--- src/rtl/hazard_scheduler.sv ---
// hazard_scheduler: N-stage stall/flush/redirect controller with a pending-redirect buffer, a stall watchdog and saturating perf counters
module hazard_scheduler #(
  parameter int NUM_STAGES = 5,
  parameter int ADDR_WIDTH = 32,
  parameter int DELAY_SLOT = 1,
  parameter int WDOG_LIMIT = 1024,
  parameter int CNT_WIDTH  = 32
) (
  input  logic                             clk,
  input  logic                             rst,
  input  logic [NUM_STAGES-1:0]            stall_req,
  input  logic [NUM_STAGES-1:0]            flush_req,
  input  logic [NUM_STAGES-1:0]            redirect_valid,
  input  logic [NUM_STAGES*ADDR_WIDTH-1:0] redirect_pc,
  output logic [NUM_STAGES-1:0]            redirect_ack,
  output logic                             pc_stall,
  output logic [NUM_STAGES-1:0]            reg_stall,
  output logic [NUM_STAGES-1:0]            reg_flush,
  output logic                             load_pc_we,
  output logic [ADDR_WIDTH-1:0]            load_pc_new_pc,
  input  logic                             pc_ready,
  output logic                             wdog_timeout,
  input  logic                             perf_clear,
  output logic [CNT_WIDTH-1:0]             cnt_stall,
  output logic [CNT_WIDTH-1:0]             cnt_bubble,
  output logic [CNT_WIDTH-1:0]             cnt_redirect
);
  localparam int IW = NUM_STAGES > 1 ? $clog2(NUM_STAGES) : 1;
  localparam int PW = $clog2(NUM_STAGES + 1);
  localparam int RW = $clog2(WDOG_LIMIT + 1);
  localparam int SW = CNT_WIDTH + PW;
  logic [NUM_STAGES:0]   w_ss;
  logic [NUM_STAGES-1:0] w_elig, w_kill, w_stall, w_flush;
  logic                  w_run, w_cand_v, w_win;
  logic [IW-1:0]         w_cand_idx;
  logic [ADDR_WIDTH-1:0] w_cand_pc;
  logic [PW-1:0]         w_pop;
  logic [RW-1:0]         w_run_nxt;
  logic                  r_pend_v, r_wdog;
  logic [IW-1:0]         r_pend_idx;
  logic [ADDR_WIDTH-1:0] r_pend_pc;
  logic [RW-1:0]         r_run;
  logic [CNT_WIDTH-1:0]  r_cnt_stall, r_cnt_bubble, r_cnt_redir;
  function automatic logic [CNT_WIDTH-1:0] sat_add(input logic [CNT_WIDTH-1:0] a, input logic [PW-1:0] b);
    logic [SW-1:0] s;
    s = SW'(a) + SW'(b);
    return s > SW'({CNT_WIDTH{1'b1}}) ? {CNT_WIDTH{1'b1}} : s[CNT_WIDTH-1:0];
  endfunction
  assign w_run = ~rst;
  always_comb begin
    w_ss = '0;
    for (int i = NUM_STAGES - 1; i >= 0; i--) w_ss[i] = stall_req[i] | w_ss[i+1];
  end
  assign w_elig  = redirect_valid & ~w_ss[NUM_STAGES-1:0];
  assign w_stall = w_ss[NUM_STAGES:1];
  // ascending scan so the oldest (highest-index) eligible stage ends up selected
  always_comb begin
    w_cand_v   = 1'b0;
    w_cand_idx = '0;
    w_cand_pc  = '0;
    for (int i = 0; i < NUM_STAGES; i++)
      if (w_elig[i]) begin
        w_cand_v   = 1'b1;
        w_cand_idx = IW'(i);
        w_cand_pc  = redirect_pc[i*ADDR_WIDTH +: ADDR_WIDTH];
      end
  end
  assign w_win = w_run & w_cand_v & (~r_pend_v | (w_cand_idx >= r_pend_idx));
  always_comb begin
    w_kill = '0;
    for (int i = 0; i < NUM_STAGES; i++) w_kill[i] = w_win & (i <= int'(w_cand_idx) - 1 - DELAY_SLOT);
    w_kill[0] = w_kill[0] | r_pend_v;
  end
  assign w_flush        = ~w_stall & ((w_ss[NUM_STAGES-1:0] & ~w_stall) | flush_req | w_kill);
  assign reg_stall      = w_run ? w_stall : '0;
  assign reg_flush      = w_run ? w_flush : '0;
  assign redirect_ack   = w_win ? (NUM_STAGES'(1) << w_cand_idx) : '0;
  assign pc_stall       = w_run & ((stall_req[0] & ~(w_win | r_pend_v)) | w_ss[1]);
  assign load_pc_we     = w_win | r_pend_v;
  assign load_pc_new_pc = w_win ? w_cand_pc : r_pend_pc;
  assign wdog_timeout   = r_wdog;
  assign cnt_stall      = r_cnt_stall;
  assign cnt_bubble     = r_cnt_bubble;
  assign cnt_redirect   = r_cnt_redir;
  always_comb begin
    w_pop = '0;
    for (int i = 0; i < NUM_STAGES; i++) w_pop = w_pop + PW'(reg_flush[i]);
  end
  assign w_run_nxt = ~pc_stall ? '0 : (r_run == RW'(WDOG_LIMIT)) ? r_run : r_run + 1'b1;
  always_ff @(posedge clk or posedge rst) begin
    if (rst) begin
      r_pend_v     <= 1'b0;
      r_pend_idx   <= '0;
      r_pend_pc    <= '0;
      r_run        <= '0;
      r_wdog       <= 1'b0;
      r_cnt_stall  <= '0;
      r_cnt_bubble <= '0;
      r_cnt_redir  <= '0;
    end else begin
      if (load_pc_we) begin
        r_pend_v   <= ~pc_ready;
        r_pend_idx <= w_win ? w_cand_idx : r_pend_idx;
        r_pend_pc  <= load_pc_new_pc;
      end
      if (perf_clear) begin
        r_run        <= '0;
        r_wdog       <= 1'b0;
        r_cnt_stall  <= '0;
        r_cnt_bubble <= '0;
        r_cnt_redir  <= '0;
      end else begin
        r_run        <= w_run_nxt;
        r_wdog       <= r_wdog | (w_run_nxt == RW'(WDOG_LIMIT));
        r_cnt_stall  <= sat_add(r_cnt_stall, PW'(pc_stall));
        r_cnt_bubble <= sat_add(r_cnt_bubble, w_pop);
        r_cnt_redir  <= sat_add(r_cnt_redir, PW'(w_win));
      end
    end
  end
endmodule

--- config.mk ---
export PLATFORM = sky130hd
export DESIGN_NAME = hazard_scheduler
export DESIGN_NICKNAME = d
export VERILOG_FILES = /design/src/rtl/hazard_scheduler.sv
export SDC_FILE = /design/constraint.sdc
export NUM_CORES = 1
export LEC_CHECK = 0
export ABC_AREA = 1
export ABC_CLOCK_PERIOD_IN_PS = 6300
export BUFFER_PORTS_ARGS = -buffer_cell sky130_fd_sc_hd__buf_2
export CAP_MARGIN = 20
export CORE_MARGIN = 4
export CORE_UTILIZATION = 51
export DETAILED_ROUTE_END_ITERATION = 6
export PLACE_DENSITY = 0.92
export SYNTH_ARGS = -nofsm -noshare
export SYNTH_HDL_FRONTEND = slang
export SYNTH_SLANG_ARGS = --single-unit
export TNS_END_PERCENT = 1
--- constraint.sdc ---
create_clock -name clk -period 6.3 [get_ports clk]
set_input_delay 0.945 -clock clk [delete_from_list [all_inputs] [get_ports clk]]
set_output_delay 0.945 -clock clk [all_outputs]
set_load 0.02 [all_outputs]
==> results.sh <==
export IMPL_grt_pass1_wl_um=49600
export IMPL_cp_slowest_cell="fa_1"
export IMPL_drv_cap=0
export IMPL_synth_cell_types=41
export IMPL_die_w_um=141
export IMPL_overflow=0
export IMPL_root_buffer="clkbuf_16"
export IMPL_timing_final_ws_setup_ns=0.415
export IMPL_power_density_mw_per_mm2=223
export IMPL_hp_class="reg2reg"
export IMPL_track_usage_pct=31.3
export IMPL_setup_violations_final=0
export IMPL_cpPeakStageDelay_ns=0.45
export IMPL_pwr_share_clk_pct=42.8
export IMPL_die_y_um=141
export IMPL_place_inst=1664
export IMPL_drt_first_pass_iters=5
export IMPL_swShare_pct=28.9
export IMPL_power_leakage_nw=6.05
export IMPL_cp_required_ns=6.58
export IMPL_path_clk_slew_ns=0.06
export IMPL_antenna_left=0
export IMPL_async_flop_share_pct=100
export IMPL_clock_skew_ns=0.0150
export IMPL_final_util_pct=65.8
export IMPL_synthCells=1156
export IMPL_yosys_warnings=0
export IMPL_min_period_over_period_pct=93.4
export IMPL_cts_tree="yes"
export IMPL_cts_hold_buf=0
export IMPL_dpl_hpwl_um=23300
export IMPL_first_global_vias=9493
export IMPL_crit_top_cell="inv_1"
export IMPL_hold_violations=0
export IMPL_post_cts_resize_count=0
export IMPL_cts_max_path_buffers=2
export IMPL_drive_above_1_share_pct=29.0
export IMPL_syn_nets=1351
export IMPL_synth_seq_cells=144
export IMPL_syn_area_per_cell_um2=7.76
export IMPL_rows=48
export IMPL_vdd_ir_drop_worst_v=0.000180
export IMPL_fin_setup_tns_ns=0
export IMPL_max_freq_mhz=170
export IMPL_clk_latency_ns=0.43
export IMPL_synth_edff_count=0
export IMPL_power_internal_w=0.00181
export IMPL_combinationalPowerShare_pct=17.9
export IMPL_drt_initial_drc_count=816
export IMPL_min_period_ns=5.89
export IMPL_regArea_mm2=0.00360
export IMPL_ys_flop_type="dfrtp_1"
export IMPL_routed_wl_um=31900
export IMPL_tightest_slew_ns=1.06
export IMPL_status="finished, final reports clean"
export IMPL_rsz0062_at_grt="no"
export IMPL_slew_viol_final=0
export IMPL_h_tree_depth=4
export IMPL_final_instance_count_excl_fill=1699
export IMPL_start_kind="primary input"
export IMPL_post_drt_via_cell_ratio=5.77
export IMPL_cts_buffers=17
export IMPL_cts_setup_buffers=0
export IMPL_final_common_cell="buf_2"
export IMPL_crit_fanout=6
export IMPL_antenna_found_initial=4
export IMPL_fin_nets=1653
export IMPL_critPathCaptureType="flip-flop"
export IMPL_nFillCells=1407
export IMPL_netSwitchingPower_w=0.000734
export IMPL_numClockSinks=144
export IMPL_grt_max_degree=81
export IMPL_area_delta_synth_final_pct=26.8
export IMPL_crit_arrival_ns=6.17
export IMPL_pwr_share_seq_pct=39.3
export IMPL_synth_seq_area_share_pct=40.1
export IMPL_wl_per_cell_um=18.8
export IMPL_core_mm2=0.0173
export IMPL_initial_core_util_pct=51.9
export IMPL_boundaryPins=325
export IMPL_globalplace_congestion=0.975
export IMPL_crit_type="in2reg"
export IMPL_port_buffers=323
export IMPL_multiInputGateArea_mm2=0.00476
export IMPL_finalPower_w=0.00254
export IMPL_syn_area_mm2=0.00898
export IMPL_drcViolationCount=0
export IMPL_via_count=9796
export IMPL_place_ws_ns=0.149
export IMPL_most_common_layout_cells="buf_2 (322), nand2_1 (278), dfrtp_1 (144), a21oi_1 (94), nand3_1 (90)"
export IMPL_dieArea_mm2=0.0198
export IMPL_max_slew_margin_pct=29.0
through the flow:
step                hold WS [ns]  instance area (um2)
floorplan                  0.445                 9010
global placement           0.457                10700
detailed placement         0.463                10700
CTS                        0.476                11400
global route               0.492                11400
finish                     0.476                11400
worst max-delay path: cells and delay by family:
kind	cells	cell delay (ns)
compound gates	3	0.43
xor+xnor	1	0.23
fa+ha+maj	5	1.73
buf+inv	7	0.68
simple gates	16	2.15
logic make-up after synthesis:
| logic type | after synthesis | synth area share, % |
|---|---|---|
| AND/OR/NAND/NOR | 538 | 26.2 |
| AO/OA/AOI/OAI | 213 | 15.0 |
| buffers and inverters | 151 | 7.04 |
| flip-flops | 144 | 40.1 |
| XOR/XNOR | 93 | 9.07 |
| adder cells (fa/ha/maj) | 16 | 2.48 |
| other | 1 | 0.0418 |
flip-flops by register name, summed over array words and instances (netlist names):
name          cells
cnt_bubble       32
cnt_redirect     32
cnt_stall        32
r_pend_pc        32
r_run            11
r_pend_idx        3
r_pend_v          1
wdog_timeout      1
layout make-up:
cell class / count / area share (%)
well taps: 225 / 2.47
multi-input cells: 861 / 41.8
clock inverters: 12 / 1.60
inverters: 94 / 3.13
repair buffers: 340 / 15.3
clock buffers: 19 / 3.89
diodes: 4 / 0.0879
flip-flops and latches: 144 / 31.7
path summary, 6_finish.rpt:
check	start	to	slack [ns]	cells after the start
max in group asynchronous	rst	cnt_bubble[30]	3.65	4
setup / recovery	stall_req[4]	cnt_bubble[28]	0.41	32
setup reg to reg	r_pend_idx[2]	cnt_bubble[28]	1.63	26
hold / removal	r_pend_pc[23]	r_pend_pc[23]	0.48	2
hold reg to reg	r_pend_pc[23]	r_pend_pc[23]	0.48	2
min in group asynchronous	rst	r_pend_idx[2]	0.60	2
power by group through the flow:
stage | clock [W] | sequential [W] | combinational, W
4_1_cts | 0.00110 | 0.000999 | 0.000456
5_1_grt | 0.00114 | 0.00100 | 0.000498
2_1_floorplan | 0 | 0.00102 | 0.000263
3_5_place_dp | 0 | 0.00102 | 0.000453
6_report | 0.00109 | 0.00100 | 0.000454
3_3_place_gp | 0 | 0.00101 | 0.000442
synth_stat cells (23+ instances only):
| library cell | count | area [um2] |
|---|---|---|
| xnor2_1 | 29 | 254 |
| a21oi_1 | 94 | 470 |
| nand4_1 | 23 | 144 |
| o211ai_1 | 52 | 390 |
| nand3_1 | 92 | 460 |
| a21oi_2 | 30 | 263 |
| clkbuf_1 | 38 | 143 |
| dfrtp_1 | 144 | 3600 |
| xor2_1 | 64 | 561 |
| nor3_1 | 29 | 145 |
| nand2_1 | 279 | 1050 |
| inv_1 | 90 | 338 |
| o21ai_0 | 24 | 120 |
| nor2_1 | 84 | 315 |
per-layer routing:
| metal | GRT usage (%) | wire length (um) |
|---|---|---|
| met1 | 38.8 | 12000 |
| met2 | 53.1 | 15600 |
| met3 | 5.77 | 2860 |
| met4 | 14.6 | 1380 |
| met5 | 0 | 0 |
No activity file was read; power rests on OpenSTA's default activity.
